$ cat src/rtl/nn_pkg.sv
// Shared types and helpers for the time-multiplexed fully-connected layer.
package nn_pkg;

  typedef enum logic [1:0] {
    IDLE  = 2'd0,
    RUN   = 2'd1,
    DRAIN = 2'd2,
    POST  = 2'd3
  } state_t;

  function automatic int clog2_min1(input int n);
    return (n <= 1) ? 1 : $clog2(n);
  endfunction

  // Accumulator must hold N_IN full-width products without overflow.
  function automatic bit acc_w_ok(input int acc_w, input int data_w,
                                  input int wgt_w, input int n_in);
    return acc_w >= data_w + wgt_w + $clog2(n_in);
  endfunction

  function automatic logic signed [63:0] sat_signed(input logic signed [63:0] v,
                                                    input int w);
    logic signed [63:0] hi;
    logic signed [63:0] lo;
    hi = (64'sd1 <<< (w - 1)) - 64'sd1;
    lo = -hi - 64'sd1;
    if (v > hi) return hi;
    if (v < lo) return lo;
    return v;
  endfunction

endpackage

$ cat src/rtl/nn_mac_lane.sv
// One neuron: signed MAC accumulator followed by shift, bias, optional ReLU and saturation.
module nn_mac_lane
  import nn_pkg::*;
#(
  parameter int DATA_W  = 9,
  parameter int WGT_W   = 9,
  parameter int FRAC_W  = 4,
  parameter int ACC_W   = 24,
  parameter int RELU_EN = 1
) (
  input  logic              clk,
  input  logic              rst,
  input  logic              clr,
  input  logic              acc_en,
  input  logic              load,
  input  logic [DATA_W-1:0] x,
  input  logic [WGT_W-1:0]  w,
  input  logic [DATA_W-1:0] bias,
  output logic [DATA_W-1:0] out
);

  localparam int PROD_W = DATA_W + WGT_W;

  logic signed [PROD_W-1:0] prod;
  logic signed [ACC_W-1:0]  acc;
  logic signed [ACC_W-1:0]  shifted;
  logic signed [ACC_W:0]    sum;
  logic [DATA_W-1:0]        result;

  assign prod    = $signed(x) * $signed(w);
  assign shifted = acc >>> FRAC_W;

  // One extra bit so adding the bias can never wrap before saturation.
  always_comb begin
    sum = (ACC_W + 1)'(shifted) + (ACC_W + 1)'($signed(bias));
    if (RELU_EN != 0 && sum < 0) sum = '0;
    result = DATA_W'(sat_signed(64'(sum), DATA_W));
  end

  always_ff @(posedge clk) begin
    if (rst) begin
      acc <= '0;
      out <= '0;
    end else begin
      if (clr)         acc <= '0;
      else if (acc_en) acc <= acc + ACC_W'(prod);
      if (load)        out <= result;
    end
  end

endmodule

$ cat src/rtl/nn_layer_seq.sv
// Fully-connected layer: N_OUT lanes in parallel, stepping through N_IN inputs one per clock
// with weight rows fetched from an external 1-cycle-latency memory.
module nn_layer_seq
  import nn_pkg::*;
#(
  parameter int N_IN    = 9,
  parameter int N_OUT   = 9,
  parameter int DATA_W  = 9,
  parameter int WGT_W   = 9,
  parameter int FRAC_W  = 4,
  parameter int ACC_W   = 24,
  parameter int RELU_EN = 1
) (
  input  logic                           clk,
  input  logic                           rst,
  input  logic                           start,
  input  logic [N_IN*DATA_W-1:0]         inputs,
  input  logic [N_OUT*DATA_W-1:0]        bias,
  output logic [clog2_min1(N_IN)-1:0]    wgt_addr,
  input  logic [N_OUT*WGT_W-1:0]         wgt_data,
  output logic [N_OUT*DATA_W-1:0]        out,
  output logic                           busy,
  output logic                           done
);

  localparam int ADDR_W = clog2_min1(N_IN);

  if (!acc_w_ok(ACC_W, DATA_W, WGT_W, N_IN)) begin : g_acc_w_illegal
    $error("nn_layer_seq: ACC_W too small for DATA_W+WGT_W+clog2(N_IN)");
  end

  state_t                  state;
  state_t                  state_nxt;
  logic [ADDR_W-1:0]       cnt;
  logic [ADDR_W-1:0]       idx_d;
  logic                    vld_d;
  logic [N_IN*DATA_W-1:0]  in_q;
  logic [N_OUT*DATA_W-1:0] bias_q;
  logic                    accept;
  logic                    load;
  logic                    last;
  logic [DATA_W-1:0]       x;

  assign last     = (cnt == ADDR_W'(N_IN - 1));
  assign busy     = (state != IDLE);
  assign wgt_addr = (state == RUN) ? cnt : '0;

  always_ff @(posedge clk) begin
    if (rst) state <= IDLE;
    else     state <= state_nxt;
  end

  always_comb begin
    state_nxt = state;
    accept    = 1'b0;
    load      = 1'b0;
    case (state)
      IDLE: if (start) begin
        accept    = 1'b1;
        state_nxt = RUN;
      end
      RUN:   if (last) state_nxt = DRAIN;
      DRAIN: state_nxt = POST;
      POST: begin
        load      = 1'b1;
        state_nxt = IDLE;
      end
      default: state_nxt = IDLE;
    endcase
  end

  // vld_d/idx_d trail the address by one cycle to line up with the memory read data.
  always_ff @(posedge clk) begin
    if (rst) begin
      cnt    <= '0;
      idx_d  <= '0;
      vld_d  <= 1'b0;
      in_q   <= '0;
      bias_q <= '0;
      done   <= 1'b0;
    end else begin
      done  <= load;
      vld_d <= (state == RUN);
      idx_d <= cnt;
      if (accept) begin
        in_q   <= inputs;
        bias_q <= bias;
        cnt    <= '0;
      end else if (state == RUN) begin
        cnt <= last ? '0 : cnt + ADDR_W'(1);
      end
    end
  end

  always_comb begin
    x = '0;
    for (int i = 0; i < N_IN; i++) begin
      if (idx_d == ADDR_W'(i)) x = in_q[i*DATA_W +: DATA_W];
    end
  end

  for (genvar j = 0; j < N_OUT; j++) begin : g_lane
    nn_mac_lane #(
      .DATA_W (DATA_W),
      .WGT_W  (WGT_W),
      .FRAC_W (FRAC_W),
      .ACC_W  (ACC_W),
      .RELU_EN(RELU_EN)
    ) u_lane (
      .clk   (clk),
      .rst   (rst),
      .clr   (accept),
      .acc_en(vld_d),
      .load  (load),
      .x     (x),
      .w     (wgt_data[j*WGT_W +: WGT_W]),
      .bias  (bias_q[j*DATA_W +: DATA_W]),
      .out   (out[j*DATA_W +: DATA_W])
    );
  end

endmodule

$ cat config.mk
export PLATFORM = sky130hd
export DESIGN_NAME = nn_layer_seq
export DESIGN_NICKNAME = d
export VERILOG_FILES = /design/src/rtl/nn_pkg.sv /design/src/rtl/nn_mac_lane.sv /design/src/rtl/nn_layer_seq.sv
export SDC_FILE = /design/constraint.sdc
export NUM_CORES = 2
export LEC_CHECK = 0
export CAP_MARGIN = 10
export CORE_MARGIN = 10
export CORE_UTILIZATION = 30
export CTS_CLUSTER_DIAMETER = 100
export DETAILED_ROUTE_END_ITERATION = 12
export HOLD_SLACK_MARGIN = 0.02
export PLACE_DENSITY_LB_ADDON = 0.15
export SETUP_SLACK_MARGIN = 0.5
export SLEW_MARGIN = 20
export SYNTH_ARGS = -nofsm -noshare
export SYNTH_HDL_FRONTEND = slang
export SYNTH_SLANG_ARGS = --single-unit
$ cat constraint.sdc
create_clock -name clk -period 18 [get_ports clk]
set_input_delay 5.4 -clock clk [delete_from_list [all_inputs] [get_ports clk]]
set_output_delay 5.4 -clock clk [all_outputs]
set_load 0.05 [all_outputs]
; ---- Word-level counts from Yosys, hierarchy flattened
; Index checks and enable logic that the tools add are counted.
[totals]
ff_bits = 471
input_bits = 246
output_inout_bits = 87
[op_classes]
add_sub_neg = 19
mul = 9
magnitude_cmp = 27
n_eq_ne = 14
mux = 89
reduce_logical = 5
[ops]
columns = cell, n
row1 = two-way mux 9 bit, 45
row2 = "greater-than comparator 25 x 9 -> 1 bit, second input constant", 9
row3 = "< comparator 25 x 9 -> 1 bit, second input constant", 9
row4 = two-way mux 25 bit, 9
row5 = adder 24 x 18 -> 24 bit, 9
row6 = adder 20 x 9 -> 21 bit, 9
row7 = "< comparator 21 x 1 -> 1 bit, second input constant", 9
row8 = multiplier 9 x 9 -> 18 bit, 9
row9 = two-way mux 1 bit, 30
row10 = "== test 4 x 3 -> 1 bit, second input constant", 4
row11 = "== test 4 x 2 -> 1 bit, second input constant", 2
row12 = "== test 4 bit, second input constant", 2
row13 = two-way mux 4 bit, 2
row14 = one-hot mux 2 bit (4 select lines), 1
row15 = "adder 4 x 1 -> 4 bit, second input constant", 1
row16 = "== test 2 bit, second input constant", 2
row17 = "== test 4 x 1 -> 1 bit, second input constant", 1
row18 = logical NOT 4 bit, 1
row19 = two-way mux 2 bit, 2
row20 = "inequality test 2 bit, second input constant", 2
row21 = "== test 2 x 1 -> 1 bit, second input constant", 1
row22 = logical NOT 2 bit, 1
row23 = AND reduction 2 bit, 1
row24 = nonzero test 2 bit, 1
row25 = OR reduction 2 bit, 1

; ---- Depth between registers and ports, before layout
[depth]
depth_word = 12
depth_mapped = 32
ltp_nobuf = 30

; ---- By module
; Synthesis repeated with hierarchy kept, for this count alone.
[hier_totals]
cells_unflattened = 8202
area_unflattened_um2 = 68620.8
[by_module_without_submodules]
columns = module, n_inst, cells_per_inst, area_each_um2, seq_area_each_um2
row1 = nn_mac_lane at g_lane[1].u_lane ..., 3, 833, 7008.0, 660.6
row2 = nn_mac_lane at g_lane[4].u_lane ..., 2, 809, 6854.1, 660.6
row3 = nn_mac_lane at g_lane[7].u_lane, 1, 831, 6887.9, 660.6
row4 = nn_layer_seq, 1, 874, 6855.3, 3483.3
row5 = nn_mac_lane at g_lane[8].u_lane, 1, 798, 6759.0, 660.6
row6 = nn_mac_lane at g_lane[0].u_lane, 1, 800, 6711.4, 660.6
row7 = nn_mac_lane at g_lane[6].u_lane, 1, 782, 6675.2, 660.6

; ---- Worst setup path before layout
; No wires, ideal clock.
[synth_path]
path_kind = in2reg
start = input wgt_data[28]
end = register g_lane[3].u_lane.acc[23]
setup_ps = 116
arrival_time_ps = 10677
required_time_ps = 17884
setup_slack_ps = 7207
stages = 20
n_path_buf = 1
cell_sequence = clkbuf_1 > nand2_1 > fa_1 > inv_1 > fa_1 > fa_1 > fa_1 > inv_1 > fa_1 > inv_1 > ha_1 > and3_1 > and3_1 > or3b_2 > a31oi_1 > a41oi_1 > a31oi_1 > xnor2_1 > a21oi_1 > a31o_2
[synth_via]
elab_chain_cells = 2
[synth_rtl]
columns = item, line_no
row1 = from (decl), nn_layer_seq.sv:20  ; input logic [N_OUT*WGT_W-1:0] wgt_data,
row2 = multiplier 9 x 9 -> 18 bit, nn_mac_lane.sv:30  ; assign prod = $signed(x) * $signed(w);
row3 = adder 24 x 18 -> 24 bit, nn_mac_lane.sv:46  ; else if (acc_en) acc <= acc + ACC_W'(prod);
row4 = to (signal assigned), nn_mac_lane.sv:46
row5 = to (decl), nn_mac_lane.sv:25  ; logic signed [ACC_W-1:0] acc;
; No other way between the ends.
; A chain may end at the register's enable or synchronous reset.

; ---- Worst setup path in the final report
[layout_path]
start = input wgt_data[18]
end = register g_lane[2].u_lane.acc[23]
[layout_via]
elab_chain_cells = 2
[layout_rtl]
columns = item, line_no
row1 = multiplier 9 x 9 -> 18 bit, nn_mac_lane.sv:30
row2 = adder 24 x 18 -> 24 bit, nn_mac_lane.sv:46
row3 = to (signal assigned), nn_mac_lane.sv:46
row4 = to (decl), nn_mac_lane.sv:25
; No other way between the ends.

==> results.sh <==
export IMPL_status="completed"
export IMPL_fmax_mhz=89.44
export IMPL_start_util_pct=30.23
export IMPL_finalCriticalPeriod_ns=11.18
export IMPL_clkLatencyLatePin_ns=0.72
export IMPL_dominantRegCellSynth="dfxtp_1"
export IMPL_cts_buffers_inserted=75
export IMPL_setup_ws_ns=6.820
export IMPL_hold_buffers=0
export IMPL_worstPathMaxFanout=9
export IMPL_setup_viol=0
export IMPL_fin_setup_tns_ns=0
export IMPL_cts_buffer_depth=3
export IMPL_relSlewSlack_pct=19.43
export IMPL_drt_initial_drc_count=2462
export IMPL_hold_path_class="flop to flop"
export IMPL_root_buffer="clkbuf_16"
export IMPL_dr_pass1_iters=5
export IMPL_dieHeight_um=485.7
export IMPL_num_fill_cells=22570
export IMPL_critPathSlowestCell="clkdlybuf4s50_1"
export IMPL_seq_area_frac_synth_pct=14.49
export IMPL_start_kind="input port"
export IMPL_maxCapViolCount=0
export IMPL_required_ns=18.58
export IMPL_routed_wl_um=190200
export IMPL_cts_resized=0
export IMPL_drc=0
export IMPL_synthTopCellsByArea="fa_1 27%, dfxtp_1 14%, ha_1 14%"
export IMPL_ys_async_sr_fraction_pct=0
export IMPL_drive_gt1_share_pct=3.043
export IMPL_hold_violations=0
export IMPL_rsz0062_at_grt="false"
export IMPL_slowest_delay_ns=0.68
export IMPL_rows=170
export IMPL_final_nets=9771
export IMPL_die_x_um=485.7
export IMPL_syn_cell_area_um2=65060
export IMPL_crit_type="input port to flop"
export IMPL_grt_pass1_vias=52570
export IMPL_netlist_instances=7720
export IMPL_clock_skew_ns=0.04922
export IMPL_dieArea_um2=235900
export IMPL_overflow=0
export IMPL_crit_chain="clkdlybuf4s50_1 -> nand2_1 -> fa_1 -> inv_1 -> fa_1 -> inv_1 -> fa_1 -> inv_1 -> fa_1 -> inv_1 -> fa_1 -> inv_1 -> ha_1 -> nor3_1 -> o211ai_1 -> a311oi_1 -> and3_1 -> o31ai_1 -> and4_1 -> a2111oi_0 -> nand4b_1 -> o311a_1"
export IMPL_wire_per_inst_um=17.61
export IMPL_syn_num_nets=9593
export IMPL_synth_edf_count=0
export IMPL_grt_usage_pct=16.02
export IMPL_pwr_density_cell_nw_per_um2=184.5
export IMPL_synth_avg_cell_area_um2=8.428
export IMPL_grt_pass1_wl_um=302500
export IMPL_yosys_register_bits=471
export IMPL_h_tree_depth=3
export IMPL_pin_count=333
export IMPL_clk_pin_slew_ns=0.05
export IMPL_setup_worst_path_end_class="flop"
export IMPL_core_area_um2=215300
export IMPL_via_per_inst=4.735
export IMPL_leakagePower_uw=0.03633
export IMPL_grt_max_degree=127
export IMPL_cp_arrival_ns=11.76
export IMPL_place_ws_ns=6.147
export IMPL_synth_most_common_cell="inv_1"
export IMPL_ant_nets=0
export IMPL_post_dp_hpwl_um=150000
export IMPL_ys_warn_count=0
export IMPL_yosys_top_cells_count="1,499 x inv_1, 958 x nand2_1, 891 x fa_1"
export IMPL_cts_sinks=471
export IMPL_ir_drop_uv=93.28
export IMPL_port_buffers=332
export IMPL_fin_crit_sh_pct=62.11
export IMPL_antenna_found_initial=27
export IMPL_netlist_cell_type_count=98
export IMPL_report_final_slew_viol_count=0
export IMPL_cts_tree="yes"
export IMPL_syn_to_final_growth_pct=13.56
export IMPL_worst_pin_slew_ns=1.199
export IMPL_synth_top_area_cell="fa_1"
export IMPL_via_count=51150
export IMPL_synth_top_cell_area_share_pct=27.41
export IMPL_cts_setup_buffers=0
export IMPL_routabilityCongestion=0.8127
==> final timing paths <==
check | startpoint | endpoint | slack (ns) | cells past startpoint
setup / recovery | wgt_data[18] | g_lane[2].u_lane.acc[23] | 6.82 | 22
hold / removal | g_lane[6].u_lane.out[8] | g_lane[6].u_lane.out[8] | 0.45 | 1
setup reg to reg | idx_d[0] | g_lane[2].u_lane.acc[23] | 8.49 | 32
hold reg to reg | g_lane[6].u_lane.out[8] | g_lane[6].u_lane.out[8] | 0.45 | 1
==> cells by family (layout without fill, tap and decap cells) <==
group	after synthesis	in the layout	synth area share, %
and+or+nand+nor	2131	2131	14.83
buffers and inverters	1783	2016	10.35
adders and majority gates	1627	1627	41.57
AOI/OAI and AO/OA	1272	1272	12.58
DFF	471	471	14.49
xor gates and xnor gates	292	292	3.931
muxes	144	144	2.244
other	0	10	0
==> area by class of cell <==
| type | instances | area, µm² | area share (%) |
|---|---|---|---|
| Multi-Input combinational cell | 5466 | 49060 | 66.40 |
| Sequential cell | 471 | 9433 | 12.77 |
| Inverter | 1510 | 5669 | 7.673 |
| Timing Repair Buffer | 374 | 3655 | 4.947 |
| Tap cell | 2838 | 3551 | 4.806 |
| Clock buffer | 95 | 2002 | 2.710 |
| Clock inverter | 37 | 493.0 | 0.6672 |
| Antenna cell | 10 | 25.02 | 0.03387 |
==> layer usage <==
metal  vias to the layer above  routed length, µm  track usage, %
met3                       159               7339           2.142
met5                         -                 24               0
li1                      25020                  -               -
met1                     25180              88780           21.46
met4                         4               3626           3.695
met2                       792              90410           27.34
==> worst max-delay path, delay by kind of cell <==
kind / cells / cell delay [ns]
fa+ha+maj: 6 / 2.72
buf+inv: 6 / 0.92
compound gates: 5 / 1.66
simple gates: 5 / 1.05
==> sequential cells by signal, summed over array words and instances (netlist names) <==
name / flops
bias_q: 81
cnt: 4
done: 1
g_lane.u_lane.acc: 216
g_lane.u_lane.out: 81
idx_d: 4
in_q: 81
state: 2
vld_d: 1
==> layout by cell type (no fill, tap or decap), drive strengths merged, types with 54 or more instances in the layout <==
master,synthesis,layout
inv,1500,1507
nand2,958,958
fa,891,891
ha,736,736
nor2,507,507
dfxtp,471,471
a21oi,440,440
clkdlybuf4s50,0,331
and2,272,272
o21ai,213,213
xnor2,207,207
mux2i,135,135
a21o,130,130
a211oi,99,99
clkbuf,213,96
xor2,85,85
nor3,80,80
nand3,67,67
nand2b,65,65
o21bai,54,54
==> power by group <==
group	internal (µW)	switching [µW]	total, µW
Clock	898	629	1530
Combinational	4470	6120	10600
Sequential	1270	249	1520
==> per-stage QoR <==
step / total power, µW / instances / util (%) / area [µm²] / hold slack, ns
3_5_place_dp: 12250 / 10660 / 33.15 / 71360 / 0.4443
4_1_cts: 13910 / 10790 / 34.31 / 73860 / 0.4546
5_1_grt: 15470 / 10800 / 34.32 / 73880 / 0.4738
3_3_place_gp: 12170 / 10660 / 33.15 / 71360 / 0.4427
2_1_floorplan: 9844 / 7720 / - / 65060 / 0.4329
6_report: 13630 / 10800 / 34.32 / 73880 / 0.4532
Note: power is estimated with default switching activity, not from simulation.
